### src/rtl/johnson_decoder_mon.sv
// johnson_decoder_mon: receive-side monitor for a WIDTH-bit Johnson code stream.
// Decodes each valid sample to its ring position, flags illegal codes, and
// tracks +1 continuity to report lock / loss-of-lock.
// Optional macro JDEC_ERR_CNT_EN builds a saturating error counter on err_cnt;
// without it err_cnt is tied to 0.
//
// Handshake: in_valid qualifies count for one cycle, with no backpressure.
// All outputs update on the clock edge that samples in_valid=1. With
// in_valid=0, state holds and the error pulses drop to 0.
//
// fsm_state exposes the FSM state: 0=UNLOCK, 1=ACQ, 2=LOCKED.
module johnson_decoder_mon #(
   parameter  int WIDTH    = 3,
   parameter  int LOCK_CNT = 3,
   parameter  int ERR_W    = 8,
   localparam int IW       = $clog2(2*WIDTH)
) (
   input  logic             clk,
   input  logic             rst,
   input  logic             in_valid,
   input  logic [WIDTH-1:0] count,
   output logic [IW-1:0]    index,
   output logic             code_ok,
   output logic             locked,
   output logic             seq_err,
   output logic             ill_err,
   output logic [ERR_W-1:0] err_cnt,
   output logic [1:0]       fsm_state
);

   typedef enum logic [1:0] {
      S_UNLOCK = 2'd0,
      S_ACQ    = 2'd1,
      S_LOCKED = 2'd2
   } state_t;

   localparam logic [WIDTH-1:0] ALL_ONES = {WIDTH{1'b1}};
   localparam logic [IW-1:0]    LAST_IDX = IW'(2*WIDTH-1);
   localparam logic [IW-1:0]    RING_LEN = IW'(2*WIDTH);
   localparam logic [3:0]       LOCK_N   = 4'(LOCK_CNT);

   state_t          state_q, state_d;
   logic [3:0]      run_q, run_d;
   // The previous ring position is always equal to the published index,
   // so index_q serves as both.
   logic [IW-1:0]   index_q, index_d;
   logic            ok_q, ok_d;
   logic            seq_q, seq_d;
   logic            ill_q, ill_d;

   logic [IW-1:0]   ones;
   logic            legal;
   logic [IW-1:0]   dec_idx;
   logic [IW-1:0]   step_idx;
   logic            is_step;
   logic            is_hold;

   // Decode the sampled code: legality, ones count and ring position.
   always_comb begin
      ones  = '0;
      legal = 1'b0;
      for (int i = 0; i < WIDTH; i++) begin
         ones = ones + IW'(count[i]);
      end
      // Leading-ones form 1^k 0^(W-k), k = 0..W.
      for (int k = 0; k <= WIDTH; k++) begin
         if (count == ~(ALL_ONES >> k)) legal = 1'b1;
      end
      // Trailing-ones form 0^(W-k) 1^k, k = 1..W-1.
      for (int k = 1; k < WIDTH; k++) begin
         if (count == (ALL_ONES >> (WIDTH-k))) legal = 1'b1;
      end
      if (count == '0 || count[WIDTH-1]) dec_idx = ones;
      else                               dec_idx = RING_LEN - ones;
   end

   // Classify the decoded position against the previous one.
   always_comb begin
      step_idx = (index_q == LAST_IDX) ? '0 : index_q + 1'b1;
      is_step  = (dec_idx == step_idx);
      is_hold  = (dec_idx == index_q);
   end

   // Next-state and output logic for the lock FSM.
   always_comb begin
      state_d = state_q;
      run_d   = run_q;
      index_d = index_q;
      ok_d    = ok_q;
      seq_d   = 1'b0;
      ill_d   = 1'b0;
      if (in_valid) begin
         if (!legal) begin
            ok_d    = 1'b0;
            ill_d   = 1'b1;
            state_d = S_UNLOCK;
            run_d   = '0;
         end else begin
            ok_d    = 1'b1;
            index_d = dec_idx;
            case (state_q)
               S_UNLOCK: begin
                  state_d = S_ACQ;
                  run_d   = '0;
               end
               S_ACQ: begin
                  if (is_step) begin
                     run_d = run_q + 4'd1;
                     if (run_q + 4'd1 == LOCK_N) state_d = S_LOCKED;
                  end else if (!is_hold) begin
                     run_d = '0;
                  end
               end
               S_LOCKED: begin
                  if (!is_step && !is_hold) begin
                     seq_d   = 1'b1;
                     state_d = S_ACQ;
                     run_d   = '0;
                  end
               end
               default: begin
                  state_d = S_UNLOCK;
                  run_d   = '0;
               end
            endcase
         end
      end
   end

   // State and output registers.
   always_ff @(posedge clk or negedge rst) begin
      if (!rst) begin
         state_q <= S_UNLOCK;
         run_q   <= '0;
         index_q <= '0;
         ok_q    <= 1'b0;
         seq_q   <= 1'b0;
         ill_q   <= 1'b0;
      end else begin
         state_q <= state_d;
         run_q   <= run_d;
         index_q <= index_d;
         ok_q    <= ok_d;
         seq_q   <= seq_d;
         ill_q   <= ill_d;
      end
   end

   assign index     = index_q;
   assign code_ok   = ok_q;
   assign locked    = (state_q == S_LOCKED);
   assign seq_err   = seq_q;
   assign ill_err   = ill_q;
   assign fsm_state = state_q;

`ifdef JDEC_ERR_CNT_EN
   logic [ERR_W-1:0] err_q;

   // Count error pulses in the same update that raises them; saturate at max.
   always_ff @(posedge clk or negedge rst) begin
      if (!rst) begin
         err_q <= '0;
      end else if ((seq_d || ill_d) && (err_q != {ERR_W{1'b1}})) begin
         err_q <= err_q + 1'b1;
      end
   end

   assign err_cnt = err_q;
`else
   assign err_cnt = '0;
`endif

endmodule
### config.mk
export PLATFORM = sky130hd
export DESIGN_NAME = johnson_decoder_mon
export DESIGN_NICKNAME = d
export VERILOG_FILES = /design/src/rtl/johnson_decoder_mon.sv
export SDC_FILE = /design/constraint.sdc
export NUM_CORES = 1
export LEC_CHECK = 0
export BUFFER_PORTS_ARGS = -buffer_cell sky130_fd_sc_hd__buf_4
export CAP_MARGIN = 40
export CELL_PAD_IN_SITES_DETAIL_PLACEMENT = 2
export CELL_PAD_IN_SITES_GLOBAL_PLACEMENT = 2
export CORE_ASPECT_RATIO = 0.8
export CORE_MARGIN = 10
export CORE_UTILIZATION = 35
export CTS_BUF_LIST = sky130_fd_sc_hd__clkbuf_8
export DETAILED_ROUTE_END_ITERATION = 12
export PLACE_DENSITY = 0.95
export SLEW_MARGIN = 20
export SYNTH_ARGS = -nofsm -noshare
export SYNTH_HDL_FRONTEND = slang
export SYNTH_SLANG_ARGS = --single-unit
### constraint.sdc
create_clock -name clk -period 4.1 [get_ports clk]
set_input_delay 1.23 -clock clk [delete_from_list [all_inputs] [get_ports clk]]
set_output_delay 1.23 -clock clk [all_outputs]
set_load 0.005 [all_outputs]
Word level (Yosys, flattened, before mapping)
Cells that the tools add are included.
{"block": "classes", "add_sub_neg": 5, "eq_ne": 15, "n_mux": 25, "reduce_logical": 9}
{"cell": "$mux W4", "count": 4}
{"cell": "$mux W1", "count": 13}
{"cell": "$eq A3 B3 Y1 const B", "count": 4}
{"cell": "$mux W2", "count": 4}
{"cell": "$pmux W4 S2", "count": 1}
{"cell": "$eq A3 B3 Y1", "count": 2}
{"cell": "$mux W3", "count": 2}
{"cell": "$ne A3 B3 Y1 const B", "count": 2}
{"cell": "$pmux W2 S3", "count": 1}
{"cell": "$add A4 B1 Y4 const B", "count": 1}
{"cell": "$eq A4 B2 Y1 const B", "count": 1}
{"cell": "$ne A4 B4 Y1 const B", "count": 1}
{"cell": "$reduce_and A4 Y1", "count": 1}
{"cell": "$add A2 B1 Y3", "count": 1}
{"cell": "$add A3 B1 Y3 const B", "count": 1}
{"cell": "$eq A3 B1 Y1 const B", "count": 1}
{"cell": "$eq A3 B2 Y1 const B", "count": 1}
{"cell": "$logic_not A3 Y1", "count": 1}
{"cell": "$ne A3 B2 Y1 const B", "count": 1}
{"cell": "$reduce_and A3 Y1", "count": 1}
{"cell": "$sub A3 B3 Y3 const A", "count": 1}
{"cell": "$add A1 B1 Y2", "count": 1}
{"cell": "$eq A2 B1 Y1 const B", "count": 1}
{"cell": "$eq A2 B2 Y1 const B", "count": 1}
{"cell": "other kinds (5)", "count": 6}
{"block": "word_totals", "regBits": 12, "in_bits": 6, "elab_cells": 60}

Logic depth before layout (Yosys ltp)
Gate-level depths: netlist of run 1.
{"block": "logic_depth", "ltp_word": 11, "ltp_mapped": 10, "mapped_depth_nobuf": 9}

Worst setup path before layout of run 1
Ideal clock, no wire load.
{"block": "synth_path", "path_kind": "input to register", "from": "input count[0]", "to": "register run_q[2]", "setup_ps": 87, "arrival_time_ps": 3607, "t_required_ps": 4013, "slack_ps": 406, "stages": 10, "cell_sequence": "inv_1 > fa_1 > inv_1 > ha_1 > nor4bb_1 > a311oi_2 > a211oi_2 > buf_2 > o311a_1 > a211oi_2"}
{"block": "synth_via", "elab_chain_cells": 9, "elab_cells_between_ends": 28, "cone_classes": "add/sub: 3; eq/ne: 9; mux: 10; reduce/logical: 6"}
{"item": "start: declaration", "line_no": "21", "text": "input logic [WIDTH-1:0] count,"}
{"item": "$add A1 B1 Y2", "line_no": "63", "text": "ones = ones + IW'(count[i]);"}
{"item": "$add A2 B1 Y3", "line_no": "63"}
{"item": "$sub A3 B3 Y3", "line_no": "74", "text": "else dec_idx = RING_LEN - ones;"}
{"item": "$mux W3 (*)", "line_no": "73", "text": "if (count == '0 || count[WIDTH-1]) dec_idx = ones;"}
{"item": "via dec_idx[0]", "line_no": "53", "text": "logic [IW-1:0] dec_idx;"}
{"item": "$eq A3 B3 Y1, on equally long branches", "line_no": "80, 81"}
{"item": "$logic_not A1 Y1", "line_no": "115", "text": "if (!is_step && !is_hold) begin"}
{"item": "$logic_and A1 B1 Y1", "line_no": "115"}
{"item": "$ne A3 B2 Y1 (no line)"}
{"item": "$reduce_and A3 Y1 (no line)"}
{"item": "end signal: assignment", "line_no": "141", "text": "run_q <= run_d;"}
{"item": "end: declaration", "line_no": "43", "text": "logic [3:0] run_q, run_d;"}
The timed path passes the listed nets; every way through them passes the cells marked *.
A chain may end at the register's enable or synchronous reset.

Worst setup path in the final report of run 1
{"block": "layout_path", "from": "input count[0]", "to": "register run_q[3]"}
Same word-level chain as after synthesis.

==> run_results.csv, run 1 <==
group,metric,value,unit
status,status,"finished clean",
timing,finalSetupViolCount,0,
floorplan,design.core.area,0.002786,mm2
worst_setup_path,critPathKind,"in2reg",
power,power.static_leakage,0.5463,nW
power,fin_total_pwr,438.1,uW
placement,io_buffer_count,14,
power,vdd_drop_max,110.0,uV
timing,worstMarginPinSlew,0.5088,ns
global_routing,grt_antenna_before_repair,0,
global_routing,number_of_global_route_vias_before_repair,1039,
route,drt_drc_violations_left,0,
clocking,clock_latency,0.25,ns
timing,achievable-frequency,274.8,MHz
yosys,synth.yosys.warnings,0,
floorplan,die_area,0.005525,mm2
clocking,h_tree_depth,1,
route,wire_length_per_cell_after_detailed_routing,19.77,um
clocking,cts_tree,"yes",
yosys,synth_seq_area_share,0.2916,
timing,finClkSkew,0.006800,ns
route,drt-pass1-iter-count,4,
global_routing,globalRouteMet2Util,0.2093,
yosys,synth.cell_area,0.001030,mm2
yosys,post_synth_inst_count,116,
yosys,ys.flop_type,"dfrtp_1",
flow_run,maximum_capacitance_violations,0,
floorplan,rows,17,
worst_setup_path,setup.worst_path.start_class,"primary input",
worst_hold_path,worst_hold_path_type,"reg2reg",
yosys,synth_edf_count,0,
route,routed_via_density,5.512,
global_routing,overflow,0,
floorplan,die_width,80.65,um
timing,setup_total_negative_slack,0,ns
yosys,synth_async_sr_flop_share,1.000,
yosys,avgSynthCellArea,8.877,um2
floorplan,ios,23,
clocking,ctsResizeCount,0,
global_routing,grtUsageTotal,0.1293,
clocking,cts.reportedPaths.clkPinSlew,0.05,ns
yosys,ys_ff_latch,12,
yosys,synth.distinct_cells,48,
global_routing,use_met3,0.02842,
clocking,ctsRootBufferMaster,"clkbuf_8",
worst_setup_path,crit_path_largest_cell_delay,0.55,ns
global_routing,use_met1,0.1634,
timing,grt_setup_unrepaired,"no",
cells_and_area,antenna_cells,0,
cells_and_area,layout.nets,141,
route,initialDrtViolationCount,55,
cells_and_area,drive_above_1_share,0.2231,
clocking,tritoncts_num_sinks,12,
worst_setup_path,timing.critical_path.cells,"buf_4 > inv_1 > fa_1 > inv_1 > ha_1 > nor4bb_1 > a311oi_2 > a211oi_2 > buf_4 > o31a_2 > a221oi_2",
cells_and_area,area_growth_syn_to_layout,15.55,%
timing,post-route-min-period,3.640,ns
floorplan,die_height,68.52,um
clocking,cts_hold_repair.buffers,0,
timing,worst_slew_margin_rel,0.6520,
global_routing,grt_start_max_net_pins,13,
worst_setup_path,worstPathRequired,4.25,ns
cells_and_area,fill_cells,312,
worst_setup_path,crit_slowest_cell,"fa_1",
route,vias,926,
power,power-per-cell-area,368.1,mW/mm2
timing,finalHoldViolCount,0,
worst_setup_path,category_of_the_worst_setup_path_capture_point,"register",
worst_setup_path,cp.arrival,3.79,ns
timing,timing_max_transition_violations_final,0,
global_routing,first_pass_grt_wire_length,5.589,mm
route,wirelength,3.321,mm
placement,dp_hpwl,2.601,mm
clocking,cts.repair_timing.setup_buffer_count,0,
timing,final.period_utilization,0.8877,
placement,gp_congestion,0.8444,
worst_setup_path,critPathBufInv,4,
global_routing,globalRoute.busiestLayer,"met2",
route,antenna_left,0,
worst_setup_path,timing.critical_path.fanout_max,11,
clocking,cts_buffer_depth,2,
clocking,cts-buffers-inserted,3,
floorplan,initial_core_util,0.3696,
worst_setup_path,crit_family,"compound AO/OA/AOI/OAI gates",
[report_power, final]
group / internal, mW / switching [mW]
Clock: 0.0850 / 0.0475
Sequential: 0.133 / 0.0275
Combinational: 0.0615 / 0.0835
Total: 0.280 / 0.158
[cell type report]
type | count | area (um2) | share of cell area
timing repair buffer | 16 | 120.1 | 0.1009
inverter | 11 | 41.29 | 0.03470
tap | 38 | 47.55 | 0.03996
multi-input combinational | 87 | 625.6 | 0.5258
sequential | 12 | 300.3 | 0.2524
clock buffer | 4 | 55.05 | 0.04627
[through the flow]
step	hold WS, ns	setup WS, ns	util	instances	instance area, um2
after floorplan	0.5173	0.4058	-	123	1056
after global placement	0.5138	0.3100	0.4073	164	1135
after detailed placement	0.5297	0.2044	0.4073	164	1135
after CTS	0.5398	0.4551	0.4270	168	1190
after global routing	0.5898	0.3229	0.4270	168	1190
final	0.5329	0.4603	0.4270	168	1190
[worst paths after layout]
kind / start / end / slack (ns) / depth (start not counted)
setup / recovery: count[0] / run_q[3]$_DFFE_PN0P_ / 0.46 / 11
hold / removal: code_ok$_DFFE_PN0P_ / code_ok$_DFFE_PN0P_ / 0.53 / 2
setup reg to reg: index[1]$_DFFE_PN0P_ / run_q[3]$_DFFE_PN0P_ / 2.07 / 6
hold reg to reg: code_ok$_DFFE_PN0P_ / code_ok$_DFFE_PN0P_ / 0.53 / 2
max in group asynchronous: rst / index[0]$_DFFE_PN0P_ / 3.12 / 1
min in group asynchronous: rst / run_q[1]$_DFFE_PN0P_ / 0.81 / 1
[sequential cells by signal, indices dropped and copies added, names as in the netlist]
| register | cells |
|---|---|
| code_ok | 1 |
| fsm_state | 2 |
| ill_err | 1 |
| index | 3 |
| run_q | 4 |
| seq_err | 1 |
[worst min-delay path, cell delays in order, from the launching register on]
cell and delay [ns]:
dfrtp_1 0.37, inv_1 0.06, o21ai_0 0.06
[cell usage after synthesis (all sizes together), types with 2 or more instances]
| cell type | number | area [um2] |
|---|---|---|
| a211oi | 5 | 65.07 |
| a21boi | 2 | 15.02 |
| a311oi | 2 | 23.77 |
| and3 | 3 | 18.77 |
| buf | 11 | 81.33 |
| clkbuf | 2 | 7.510 |
| dfrtp | 12 | 300.3 |
| ha | 3 | 37.54 |
| inv | 11 | 41.29 |
| nand2 | 8 | 30.03 |
| nand2b | 5 | 31.28 |
| nand3 | 6 | 30.03 |
| nor2 | 2 | 7.510 |
| nor3 | 3 | 15.01 |
| o211ai | 2 | 15.01 |
| o21ai | 9 | 45.04 |
| o221ai | 4 | 35.03 |
| xor2 | 3 | 26.28 |
[cell usage in the layout (no fill, tap or decap), types with 2 or more instances in the layout]
master    instances
o21ai_0           8
nand2_1           8
ha_1              3
o211ai_1          2
nor2_1            2
nand2b_1          5
a211oi_2          3
clkbuf_8          4
nand3_1           6
and3_1            3
xor2_1            3
nor3_1            3
buf_4            16
inv_1            11
dfrtp_1          12
o221ai_1          4
conb_1            8
[logic make-up (layout without fill, tap and decap cells)]
family	Yosys count	in the layout	synth area share
other	1	8	0.003642
flip-flops	12	12	0.2916
adder cells (fa/ha/maj)	4	4	0.05590
AND/OR/NAND/NOR	37	37	0.2090
XOR/XNOR	4	4	0.03403
buffers and inverters	24	31	0.1264
AO/OA/AOI/OAI	34	34	0.2795
[metal layers]
metal	wire (um)	up-vias
met1	1554	450
li1	-	433
met2	1501	37
met5	0	-
met3	219	6
met4	46	0
Power figures use the tool's default switching activity.
==> inputs of run 2 (changes only) <==
- RECOVER_POWER: not set -> 100
==> run_results.csv, run 2 (synthesized netlist as in run 1, its figures left out) <==
group,metric,value,unit
floorplan,die_width,80.65,um
global_routing,globalRoute.busiestLayer,"met2",
worst_setup_path,crit_slowest_cell,"fa_1",
global_routing,grt_start_max_net_pins,13,
cells_and_area,registers.top_by_ff_count,"run_q",
placement,dp_hpwl,2.601,mm
cells_and_area,drive_above_1_share,0.1615,
clocking,cts_buffer_depth,2,
cells_and_area,antenna_cells,0,
floorplan,initial_core_util,0.3696,
timing,finalSetupViolCount,0,
power,power-per-cell-area,372.0,mW/mm2
timing,finalHoldViolCount,0,
clocking,tritoncts_num_sinks,12,
worst_setup_path,timing.critical_path.cells,"clkbuf_1 > inv_1 > fa_1 > inv_1 > ha_1 > nor4bb_1 > a311oi_2 > a211oi_1 > buf_4 > o31a_2 > a221oi_2",
clocking,cts_hold_repair.buffers,0,
cells_and_area,largest_register_ff_count,4,
floorplan,rows,17,
worst_setup_path,timing.critical_path.fanout_max,11,
worst_setup_path,critPathKind,"in2reg",
timing,layout_setup_ws,0.3879,ns
clocking,ctsRootBufferMaster,"clkbuf_8",
route,drt-pass1-iter-count,4,
clocking,clock_latency,0.24,ns
global_routing,overflow,0,
floorplan,die_height,68.52,um
worst_setup_path,crit_path_largest_cell_delay,0.56,ns
timing,post-route-min-period,3.712,ns
worst_setup_path,worst_r2r_startpoint,"index[1]$_DFFE_PN0P_",
placement,dp.cells,164,
worst_hold_path,min_from,"code_ok$_DFFE_PN0P_",
clocking,cts.repair_timing.setup_buffer_count,0,
cells_and_area,layout.cells.non_filler,168,
placement,preCtsSetupSlack,0.2044,ns
placement,io_buffer_count,14,
floorplan,ios,23,
worst_hold_path,min_delay_path_depth,2,
placement,gp_congestion,0.8444,
power,fin_total_pwr,430.6,uW
timing,final.period_utilization,0.9054,
clocking,cts.reportedPaths.clkPinSlew,0.05,ns
timing,setup_total_negative_slack,0,ns
cells_and_area,final_cell_mix,"dfrtp_1, inv_1, nand2_1, o21ai_0, conb_1",
cells_and_area,mostFrequentLayoutCell,"dfrtp_1",
clocking,ctsResizeCount,0,
global_routing,use_met3,0.02842,
timing,worst_slew_margin_rel,0.5542,
route,routed_via_density,5.506,
worst_setup_path,crit_top_cell,"inv_1",
global_routing,grtUsageTotal,0.1293,
worst_setup_path,category_of_the_worst_setup_path_capture_point,"register",
route,wirelength,3.351,mm
timing,grt_setup_unrepaired,"no",
worst_hold_path,min_delay_worst_endpoint,"code_ok$_DFFE_PN0P_",
worst_setup_path,cp.arrival,3.86,ns
route,vias,925,
global_routing,use_met1,0.1634,
global_routing,number_of_global_route_vias_before_repair,1039,
route,wire_length_per_cell_after_detailed_routing,19.95,um
route,antenna_left,0,
power,vdd_drop_max,106.6,uV
route,drt_drc_violations_left,0,
worst_hold_path,worst_hold_path_type,"reg2reg",
cells_and_area,layout.nets,141,
clocking,h_tree_depth,1,
global_routing,globalRouteMet2Util,0.2093,
power,power.static_leakage,0.5184,nW
worst_setup_path,worstPathRequired,4.25,ns
timing,finClkSkew,0.006709,ns
worst_setup_path,reg2regPathDepth,6,
timing,achievable-frequency,269.4,MHz
worst_setup_path,setup.worst_path.start_class,"primary input",
status,status,"finished clean",
global_routing,first_pass_grt_wire_length,5.589,mm
clocking,cts-buffers-inserted,3,
floorplan,design.core.area,0.002786,mm2
flow_run,maximum_capacitance_violations,0,
worst_setup_path,worst_r2r_endpoint,"run_q[3]$_DFFE_PN0P_",
floorplan,die_area,0.005525,mm2
timing,final_hold_slack,0.5297,ns
cells_and_area,area_growth_syn_to_layout,12.39,%
clocking,cts_tree,"yes",
worst_setup_path,setup.reg_to_reg.worst_slack,2.07,ns
route,initialDrtViolationCount,47,
global_routing,grt_antenna_before_repair,0,
timing,timing_max_transition_violations_final,0,
timing,worstMarginPinSlew,0.6687,ns
run 2: final cells by class:
class	count	area, um2
clock buffer	4	55.05
tap	38	47.55
timing repair buffer	16	97.59
sequential	12	300.3
multi-input combinational	87	615.6
inverter	11	41.29
fill	319	1629
run 2: layer usage:
layer / vias to the layer above / wire length [um]
met3: 5 / 215
met2: 35 / 1498
met1: 453 / 1592
met4: 0 / 45
li1: 432 / -
met5: - / 0
run 2: critical path: cells and delay by family:
family / cells / cell delay, ns
buffers and inverters: 4 / 0.45
AND/OR/NAND/NOR: 1 / 0.16
adder cells (fa/ha/maj): 2 / 0.92
AO/OA/AOI/OAI: 4 / 1.09
run 2: stage by stage:
stage          instance area (um2)    util
5_1_grt                       1157  0.4154
3_3_place_gp                  1135  0.4073
3_5_place_dp                  1135  0.4073
4_1_cts                       1190  0.4270
6_report                      1157  0.4154
2_1_floorplan                 1056       -
run 2: how the worst max path moves through the flow:
stage / to / start / slack, ns / cells after the start
2_1_floorplan: run_q[2]$_DFFE_PN0P_ / count[0] / 0.41 / 10
3_3_place_gp: run_q[3]$_DFFE_PN0P_ / count[0] / 0.31 / 11
3_5_place_dp: run_q[3]$_DFFE_PN0P_ / count[0] / 0.20 / 11
4_1_cts: run_q[3]$_DFFE_PN0P_ / count[0] / 0.46 / 11
5_1_grt: run_q[2]$_DFFE_PN0P_ / count[0] / 0.20 / 11
6_report: run_q[3]$_DFFE_PN0P_ / count[0] / 0.39 / 11
run 2: where the power goes:
group          internal, mW  switching [mW]  total (mW)
combinational        0.0570          0.0821       0.139
sequential            0.133          0.0273       0.161
clock                0.0849          0.0461       0.131
total                 0.275           0.156       0.431
==> inputs of run 3 (changes only) <==
- ABC_AREA: not set -> 1
- CORE_UTILIZATION: 35 -> 32
- GPL_ROUTABILITY_DRIVEN: not set -> 0
==> run_results.csv, run 3 <==
group,metric,value,unit
timing,finalSetupViolCount,0,
placement,dp.cells,190,
clocking,clock_latency,0.25,ns
clocking,cts.repair_timing.setup_buffer_count,0,
cells_and_area,final_cell_mix,"nand2_1, inv_1, nand3_1",
route,wire_length_per_cell_after_detailed_routing,17.45,um
placement,preCtsSetupSlack,0.6410,ns
cells_and_area,register_area,300.3,um2
timing,grt_setup_unrepaired,"no",
clocking,tritoncts_num_sinks,12,
global_routing,first_pass_grt_wire_length,5.575,mm
floorplan,die_height,69.62,um
cells_and_area,mostFrequentLayoutCell,"nand2_1",
clocking,cts_hold_repair.buffers,0,
floorplan,ios,23,
timing,finClkSkew,0.003301,ns
placement,dp_hpwl,2.690,mm
route,routed_via_density,5.010,
timing,post-route-min-period,3.486,ns
flow_run,maximum_capacitance_violations,0,
worst_setup_path,setup.reg_to_reg.worst_slack,2.11,ns
status,status,"finished clean",
global_routing,overflow,0,
worst_setup_path,category_of_the_worst_setup_path_capture_point,"register",
timing,final_hold_slack,0.5135,ns
worst_setup_path,timing.critical_path.fanout_max,8,
route,drt-pass1-iter-count,4,
worst_setup_path,critPathKind,"in2reg",
yosys,yosysTopAreaCellShare,0.3050,
global_routing,number_of_global_route_vias_before_repair,1076,
global_routing,grt_start_max_net_pins,13,
floorplan,die_width,82.02,um
cells_and_area,registers.top_by_ff_count,"run_q",
route,wirelength,3.386,mm
timing,worstMarginPinSlew,0.6681,ns
worst_setup_path,timing.critical_path.cells,"clkbuf_4 > inv_1 > fa_1 > inv_1 > ha_1 > nand3_1 > nand3_1 > nand2_1 > inv_1 > nand2_2 > nand2_4 > nand2_1 > nand3_4 > nand2_1 > nand2_1",
cells_and_area,fill_cells,375,
power,power-per-cell-area,467.7,mW/mm2
worst_setup_path,crit_family,"simple AND/OR/NAND/NOR gates",
worst_setup_path,cp.arrival,3.61,ns
clocking,cts-buffers-inserted,3,
yosys,synth.cell_area,984.7,um2
cells_and_area,multi_input_area,553.0,um2
clocking,cts_tree,"yes",
clocking,h_tree_depth,1,
floorplan,design.core.area,0.002850,mm2
placement,io_buffer_count,14,
global_routing,grtUsageTotal,0.1252,
yosys,ys_ff_latch,12,
floorplan,die_area,0.005710,mm2
cells_and_area,drive_above_1_share,0.1603,
yosys,synth_async_sr_flop_share,1.000,
timing,finalHoldViolCount,0,
floorplan,rows,17,
worst_setup_path,reg2regPathDepth,12,
yosys,synthMostInstantiatedCell,"nand2_1",
power,power.static_leakage,0.6102,nW
worst_setup_path,critPathBufInv,4,
yosys,synth_edf_count,0,
route,vias,972,
cells_and_area,area_growth_syn_to_layout,13.47,%
clocking,cts_buffer_depth,2,
route,drt_drc_violations_left,0,
yosys,synth_seq_area_share,0.3050,
yosys,netlist_top_cells_count,"nand2_1, nand3_1, inv_1, nor2_1, dfrtp_1",
yosys,ys.flop_type,"dfrtp_1",
timing,worst_slew_margin_rel,0.5546,
timing,setup_total_negative_slack,0,ns
power,vdd_drop_max,179.2,uV
worst_hold_path,worst_hold_path_type,"reg2reg",
cells_and_area,largest_register_ff_count,4,
yosys,post_synth_main_area_contributors,"dfrtp_1, nand2_1, nand3_1",
route,initialDrtViolationCount,55,
clocking,cts.reportedPaths.clkPinSlew,0.05,ns
worst_setup_path,crit_cells,15,
route,antenna_left,0,
floorplan,initial_core_util,0.3455,
worst_setup_path,crit_slowest_cell,"fa_1",
cells_and_area,final_util,0.3920,
worst_setup_path,setup.worst_path.start_class,"primary input",
timing,final.period_utilization,0.8502,
yosys,synth.yosys.warnings,0,
yosys,avgSynthCellArea,7.034,um2
yosys,synth.largest_area_cell,"dfrtp_1",
clocking,ctsRootBufferMaster,"clkbuf_8",
clocking,ctsResizeCount,0,
global_routing,grt_antenna_before_repair,0,
worst_hold_path,min_delay_path_depth,2,
cells_and_area,layout.nets,167,
worst_setup_path,crit_path_largest_cell_delay,0.55,ns
timing,timing_max_transition_violations_final,0,
yosys,post_synth_inst_count,140,
worst_setup_path,crit_top_cell,"nand2_1",
timing,layout_setup_ws,0.6144,ns
timing,achievable-frequency,286.9,MHz
cells_and_area,antenna_cells,0,
cells_and_area,layout.cells.non_filler,194,
yosys,synth.distinct_cells,23,
worst_setup_path,worstPathRequired,4.23,ns
run 3: cell types whose count changed in the layout (fill, tap and decap cells not counted), moves of 4 or more:
cell	change
inv_1	+6
nand2_1	+30
nand2b_1	-5
nand3_1	+11
nand4_1	+6
nor2_1	+13
o21ai_0	-4
o221ai_1	-4
run 3: stage by stage:
stage	power, mW	cell area (um2)
3_3_place_gp	0.3835	1096
5_1_grt	0.5671	1117
6_report	0.5226	1117
4_1_cts	0.5489	1151
2_1_floorplan	0.3181	1011
3_5_place_dp	0.4061	1096
run 3: power breakdown:
| group | total (mW) | switching (mW) | internal, mW |
|---|---|---|---|
| logic | 0.226 | 0.148 | 0.0780 |
| clock network | 0.132 | 0.0472 | 0.0851 |
| registers | 0.164 | 0.0272 | 0.137 |
run 3: path summary, 6_finish.rpt:
check	start	to
min	run_q[3]$_DFFE_PN0P_	run_q[3]$_DFFE_PN0P_
max reg2reg	index[0]$_DFFE_PN0P_	run_q[1]$_DFFE_PN0P_
min in group asynchronous	rst	run_q[3]$_DFFE_PN0P_
min reg2reg	run_q[3]$_DFFE_PN0P_	run_q[3]$_DFFE_PN0P_
max	count[2]	run_q[1]$_DFFE_PN0P_
max in group asynchronous	rst	index[2]$_DFFE_PN0P_
run 3: cell type report:
class,count,share of cell area
clock buffer,4,0.04927
inverter,20,0.06719
multi-input combinational,106,0.4950
sequential,12,0.2688
tap,38,0.04255
timing repair buffer,14,0.07727
run 3: logic make-up (layout without fill, tap and decap cells):
| kind of cell | after synthesis | count (layout) | share of synthesized area |
|---|---|---|---|
| AO/OA/AOI/OAI | 5 | 5 | 0.02669 |
| XOR/XNOR | 3 | 3 | 0.02669 |
| adder cells (fa/ha/maj) | 4 | 4 | 0.05845 |
| buffers and inverters | 29 | 38 | 0.1448 |
| flip-flops | 12 | 12 | 0.3050 |
| other | 1 | 8 | 0.003808 |
| AND/OR/NAND/NOR | 86 | 86 | 0.4346 |
run 3: routing by layer:
| layer | vias to the layer above | share of wire | global-route usage |
|---|---|---|---|
| met2 | 25 | 0.47 | 0.2029 |
| li1 | 459 | - | - |
| met4 | 0 | 0.020 | 0.05056 |
| met3 | 6 | 0.045 | 0.03230 |
| met1 | 482 | 0.46 | 0.1503 |
| met5 | - | 0 | 0 |
run 3: worst min-delay path: stages, from the launching register on:
cell     delay, ns
dfrtp_1       0.36
nand2_1       0.07
nand2_1       0.06
